**src/rtl/onewire_reset_master.sv**
```systemverilog
// onewire_reset_master: 1-Wire reset pulse generator with presence and stuck-bus detection
module onewire_reset_master #(
    parameter int T_RSTL   = 480,
    parameter int T_RSTH   = 480,
    parameter int T_SAMPLE = 70
) (
    input  logic clk,
    input  logic rst_n,
    input  logic start,
    input  logic bus_in,
    output logic bus_drive_low,
    output logic busy,
    output logic done,
    output logic presence,
    output logic bus_error
);
    localparam int CW = $clog2((T_RSTL > T_RSTH ? T_RSTL : T_RSTH) + 1);
    localparam logic [CW-1:0] L_END = CW'(T_RSTL - 1);
    localparam logic [CW-1:0] H_END = CW'(T_RSTH - 1);
    localparam logic [CW-1:0] S_PT  = CW'(T_SAMPLE - 1);

    typedef enum logic [1:0] {IDLE, DRIVE_LOW, RECOVER, FINISH} state_t;

    state_t        state, state_nx;
    logic [CW-1:0] cnt;
    logic [1:0]    sync;
    logic          bus_s;

    assign bus_s = sync[1];

    // two-flop synchronizer, preset high so an idle line reads released
    always_ff @(posedge clk or negedge rst_n)
        if (!rst_n) sync <= 2'b11;
        else        sync <= {sync[0], bus_in};

    // state register; async reset drops the bus drive immediately
    always_ff @(posedge clk or negedge rst_n)
        if (!rst_n) state <= IDLE;
        else        state <= state_nx;

    // next-state logic; a low line at start skips straight to FINISH
    always_comb begin
        state_nx = state;
        case (state)
            IDLE:      if (start) state_nx = bus_s ? DRIVE_LOW : FINISH;
            DRIVE_LOW: if (cnt == L_END) state_nx = RECOVER;
            RECOVER:   if (cnt == H_END) state_nx = FINISH;
            FINISH:    state_nx = IDLE;
        endcase
    end

    // outputs decoded from state only
    always_comb begin
        bus_drive_low = state == DRIVE_LOW;
        busy          = state == DRIVE_LOW || state == RECOVER;
        done          = state == FINISH;
    end

    // phase counter, cleared on every state entry and held at zero in IDLE
    always_ff @(posedge clk or negedge rst_n)
        if (!rst_n) cnt <= '0;
        else        cnt <= (state_nx != state || state == IDLE) ? '0 : cnt + 1'b1;

    // result flags: cleared on accept, presence sampled mid-recovery, stuck-low checked at its end
    always_ff @(posedge clk or negedge rst_n)
        if (!rst_n) begin
            presence  <= 1'b0;
            bus_error <= 1'b0;
        end else if (state == IDLE && start) begin
            presence  <= 1'b0;
            bus_error <= !bus_s;
        end else if (state == RECOVER) begin
            if (cnt == S_PT)  presence  <= !bus_s;
            if (cnt == H_END) bus_error <= !bus_s;
        end
endmodule

```
**config.mk**
```make
export PLATFORM = sky130hd
export DESIGN_NAME = onewire_reset_master
export DESIGN_NICKNAME = d
export VERILOG_FILES = /design/src/rtl/onewire_reset_master.sv
export SDC_FILE = /design/constraint.sdc
export NUM_CORES = 1
export LEC_CHECK = 0
export ABC_AREA = 1
export ABC_CLOCK_PERIOD_IN_PS = 1950
export BUFFER_PORTS_ARGS = -buffer_cell sky130_fd_sc_hd__buf_2
export CAP_MARGIN = 15
export CORE_MARGIN = 10
export CORE_UTILIZATION = 31
export DETAILED_ROUTE_END_ITERATION = 8
export PLACE_DENSITY = 0.56
export RECOVER_POWER = 50
export SYNTH_ARGS = -nofsm -noshare
export SYNTH_HDL_FRONTEND = slang
export SYNTH_SLANG_ARGS = --single-unit
```
**constraint.sdc**
```tcl
create_clock -name clk -period 1.95 [get_ports clk]
set_clock_uncertainty 0.2 [all_clocks]
set_input_delay 0.2925 -clock clk [delete_from_list [all_inputs] [get_ports clk]]
set_output_delay 0.2925 -clock clk [all_outputs]
set_load 0.05 [all_outputs]
```
* Yosys cells after proc, flatten, opt, wreduce, memory -nomap -nowiden
Index checks and enable logic that the tools add are counted.
** Word-level totals
- Logic and storage cells :: 34
- Bits of input ports :: 4
- Output and inout bits :: 5
- Register bits after elaboration :: 15
** Operators by class
- Add/sub/neg operators :: 1
- Reduce and logical (&&, ||, !) cells :: 10
- Mux-type cells :: 12
- Equality and inequality tests :: 6
** Operators by type and width (count)
- adder 9 x 1 -> 9 bit (second input constant) :: 1
- == test 9 x 7 -> 1 bit (second input constant) :: 1
- == test 9 bit (second input constant) :: 1
- 2-to-1 mux 9 bit :: 1
- 2-to-1 mux 2 bit :: 4
- case mux 2 bit (4 select lines) :: 1
- 2-to-1 mux 1 bit :: 6
- nonzero test 2 bit :: 3
- == test 2 bit (second input constant) :: 2
- AND reduction 2 bit :: 2
- == test 2 x 1 -> 1 bit (second input constant) :: 1
- zero test 2 bit :: 1
- logical OR 1 bit :: 2
- inequality test 2 bit :: 1
- logical AND 1 bit :: 1
- zero test 1 bit :: 1

* Longest topological paths before layout
- Word-level depth :: 6
- Depth in mapped cells :: 11
- Mapped depth without buffers :: 11

* Worst setup path before layout
Ideal clock, no wire load.
- Path type :: reg-to-reg
- Start point :: register state[1]
- End point :: register cnt[5]
- Path buffers :: 0
- Required time :: 1.624 ns
- Setup time :: 0.126 ns
- Slack :: 0.055 ns
- Stages on the path, launching flop included :: 8
- Data arrival time :: 1.569 ns
- Clock period less this slack :: 1.895 ns
- Cell sequence :: dfrtp_1 inv_1 ha_1 nand2_1 nand2_1 nand3_2 nand2_4 nor3_2
** Between the ends
- Cells in the longest elaborated chain, start to end :: 5
- Elaborated cells on any way between the ends :: 11
- Those cells by class :: eq/ne (4); mux (5); reduce/logical (2)
** RTL lines
- start, declared :: RTL line 24 : state_t state, state_nx;
- start signal, assigned :: RTL line 39 : else state <= state_nx;
- == test 2 x 1 -> 1 bit
- net bus_drive_low :: RTL line 11 : output logic bus_drive_low,
- case mux 2 bit (4 select lines) :: RTL line 44 : case (state)
- inequality test 2 bit :: RTL line 62 : else cnt <= (state_nx != state || state == IDLE) ? '0 : cnt + 1'b1;
- logical OR 1 bit :: RTL line 62
- 2-to-1 mux 9 bit :: RTL line 62
- end signal, assigned :: RTL line 62
- end, declared :: RTL line 25 : logic [CW-1:0] cnt;
The timed path passes the listed nets, and every way through them passes these cells.
A chain may end at the register's enable or synchronous reset.

* Worst setup path in the final report
- Start point :: register state[0]
- End point :: output port busy
** Between the ends
- Cells in the longest elaborated chain, start to end :: 2
- Elaborated cells on any way between the ends :: 3
- Those cells by class :: eq/ne (2); reduce/logical (1)
** RTL lines
- == test 2 x 1 -> 1 bit or == test 2 bit (tied branches) :: RTL line 55 : busy = state == DRIVE_LOW || state == RECOVER;
- logical OR 1 bit * :: RTL line 55
- end, declared :: RTL line 12 : output logic busy,
Mark *: on every way between the ends. The rest lies on a longest branch, timed or not.

==> impl_metrics.json <==
{
  "outcome": "finished, final reports clean",
  "grt_max_degree": 16,
  "cts-root-buf": "clkbuf_4",
  "drtPass1Iterations": 4,
  "drc_errors": 0,
  "rows": 19,
  "drive_above_1_share_pct": 35.65,
  "worst_pin_slew_ns": 0.8105,
  "routed_wl_um": 1820,
  "leakage_nw": 0.5005,
  "gp_congestion": 0.8502,
  "r2r_cells": 10,
  "synth_seq_cells": 15,
  "cts.clk_slew.worst_paths_ns": 0.10,
  "finalSetupTns_ns": 0,
  "timing.fmax_mhz": 541.3,
  "syn-instance-count": 97,
  "hold_viol": 0,
  "p_per_area_nw_per_um2": 475.2,
  "cts_buffer_depth": 2,
  "ys_warn_count": 0,
  "drtIter0Drc": 10,
  "hold_slack_ns": 0.07930,
  "finalCriticalPeriod_ns": 1.847,
  "n_antenna_cell": 0,
  "cts.sinks": 15,
  "clock_latency_ns": 0.29,
  "wl_per_cell_um": 12.47,
  "synth_area_per_cell_um2": 9.223,
  "fin_crit_sh_pct": 94.74,
  "die_h_um": 73.72,
  "nNetsFinal": 127,
  "hold_class": "in2reg",
  "place_hpwl_um": 1328,
  "ir_drop_mv": 0.2199,
  "ant_nets": 0,
  "critPathKind": "reg2out",
  "area_growth_pct": 20.14,
  "track_usage_pct": 7.088,
  "drv_slew": 0,
  "grt_pass1_wl_um": 3070,
  "worstSetupEndpointType": "output port",
  "worstSetupStartpointType": "register",
  "utilization_pct": 38.97,
  "fin_area_um2": 1075,
  "cts_tree": "done",
  "floorplan.initialDensity_pct": 32.44,
  "grt_pass1_vias": 710,
  "postPlaceCellArea_um2": 973.4,
  "cp_max_fo": 5,
  "ios": 9,
  "worstPathRequired_ns": 1.46,
  "hold_depth": 3,
  "vias": 694,
  "core_um2": 2758,
  "grt_overflow": 0,
  "htree_levels": 1,
  "ys_seq_area_share_pct": 42.24,
  "synth_nets": 108,
  "dieArea_um2": 5435,
  "arrival_ns": 1.35,
  "setup-violations-final": 0,
  "cts_buffers": 3,
  "antenna_found_initial": 0,
  "slew_headroom_pct": 45.97,
  "cap_violations": 0,
  "synth_cell_type_count": 21,
  "viasPerCell": 4.753,
  "die_w_um": 73.72,
  "netlist_area_um2": 894.6,
  "rsz0062_at_grt": "false",
  "port_buffers": 8
}
## cells in the mapped netlist (all sizes together)
| master | number | area, µm² |
|---|---|---|
| a21oi | 2 | 10.01 |
| dfrtp | 13 | 325.3 |
| dfstp | 2 | 52.55 |
| ha | 7 | 87.58 |
| inv | 14 | 52.55 |
| nand2 | 22 | 107.6 |
| nand3 | 5 | 35.03 |
| nand4 | 1 | 6.260 |
| nor2 | 8 | 32.54 |
| nor3 | 11 | 100.1 |
| nor3b | 1 | 7.510 |
| nor4 | 1 | 6.260 |
| o211ai | 1 | 7.510 |
| o21ai | 4 | 20.02 |
| xnor2 | 3 | 26.28 |
| xor2 | 2 | 17.52 |
## routing by layer
layer | part of all wire, % | wire (µm) | vias up | GRT usage (%)
met5 | 0 | 0 | - | 0
li1 | - | - | 346 | -
met2 | 51 | 925 | 8 | 11.46
met3 | 3.8 | 69 | 5 | 2.019
met4 | 2.1 | 38 | 0 | 4.969
met1 | 43 | 786 | 335 | 7.770
## registers in the layout, indices dropped and copies added (netlist names)
name / flops
state: 2
sync: 2
presence: 1
bus_error: 1
cnt: 9
## final timing paths
check	start	end	slack (ns)
min reg2reg	sync[0]	sync[1]	0.16
max reg2reg	cnt[1]	cnt[0]	0.18
min in group asynchronous	rst_n	state[0]	0.40
max in group asynchronous	rst_n	state[1]	0.61
min	start	state[0]	0.08
max	state[0]	busy	0.10
## final cells by class
type	count	area, µm²
repair buffers	14	93.84
fillers	290	1683
multi-input cells	68	483.0
well taps	31	38.79
clock buffers	3	22.52
flip-flops and latches	15	379.1
clock inverters	1	5.005
inverters	14	52.55
## metrics by stage
| step | instances | setup WS [ns] | total power [mW] |
|---|---|---|---|
| detailed placement | 136 | 0.1083 | 0.3326 |
| floorplan | 97 | 0.05520 | 0.3223 |
| global placement | 136 | 0.1618 | 0.3326 |
| finish | 146 | 0.1026 | 0.5107 |
| global route | 146 | 0.02712 | 0.5364 |
| CTS | 142 | 0.01914 | 0.5205 |
## cell families (layout without fill, tap and decap cells)
kind of cell,after synthesis,after routing,synth area share (%)
flops,15,15,42.24
fa+ha+maj,7,7,9.790
compound gates,7,7,4.196
buf+inv,14,32,5.874
xor+xnor,5,5,4.896
simple gates,49,49,33.01
## cell usage in the layout (no fill, tap or decap), types with 2 or more instances in the layout
cell type      count
ha_1               5
xor2_1             2
dlygate4sd3_1      2
xnor2_1            3
o21ai_0            4
dfstp_2            2
buf_2              5
nor2_1             7
clkbuf_4           5
inv_1             12
buf_4              4
nand2_2            4
nor3_2             9
inv_2              2
nand3_2            2
nor3_1             2
nand2_1           16
nand2_4            2
dfrtp_1           12
nand3_1            3
## where the power goes
group / switching (mW) / leakage, nW / total (mW) / internal [mW]
Sequential: 0.000816 / 0.181 / 0.315 / 0.315
Combinational: 0.00825 / 0.302 / 0.0131 / 0.00486
Clock: 0.106 / 0.0177 / 0.182 / 0.0762
Total: 0.115 / 0.501 / 0.511 / 0.396
## critical path, stage by stage (launching register included)
cell and delay (ns):
dfrtp_1 0.43, inv_2 0.13, ha_2 0.29, clkbuf_4 0.21
## timing repair
item | 4_1_cts | 5_1_grt
endpoints found under the setup margin | 0 | 11
hold buffers | 2 | 0
hold endpoints to repair | 16 | 0
buffers inserted | 0 | 4
resized for setup | 0 | 9
No activity file was read; power rests on OpenSTA's default activity.
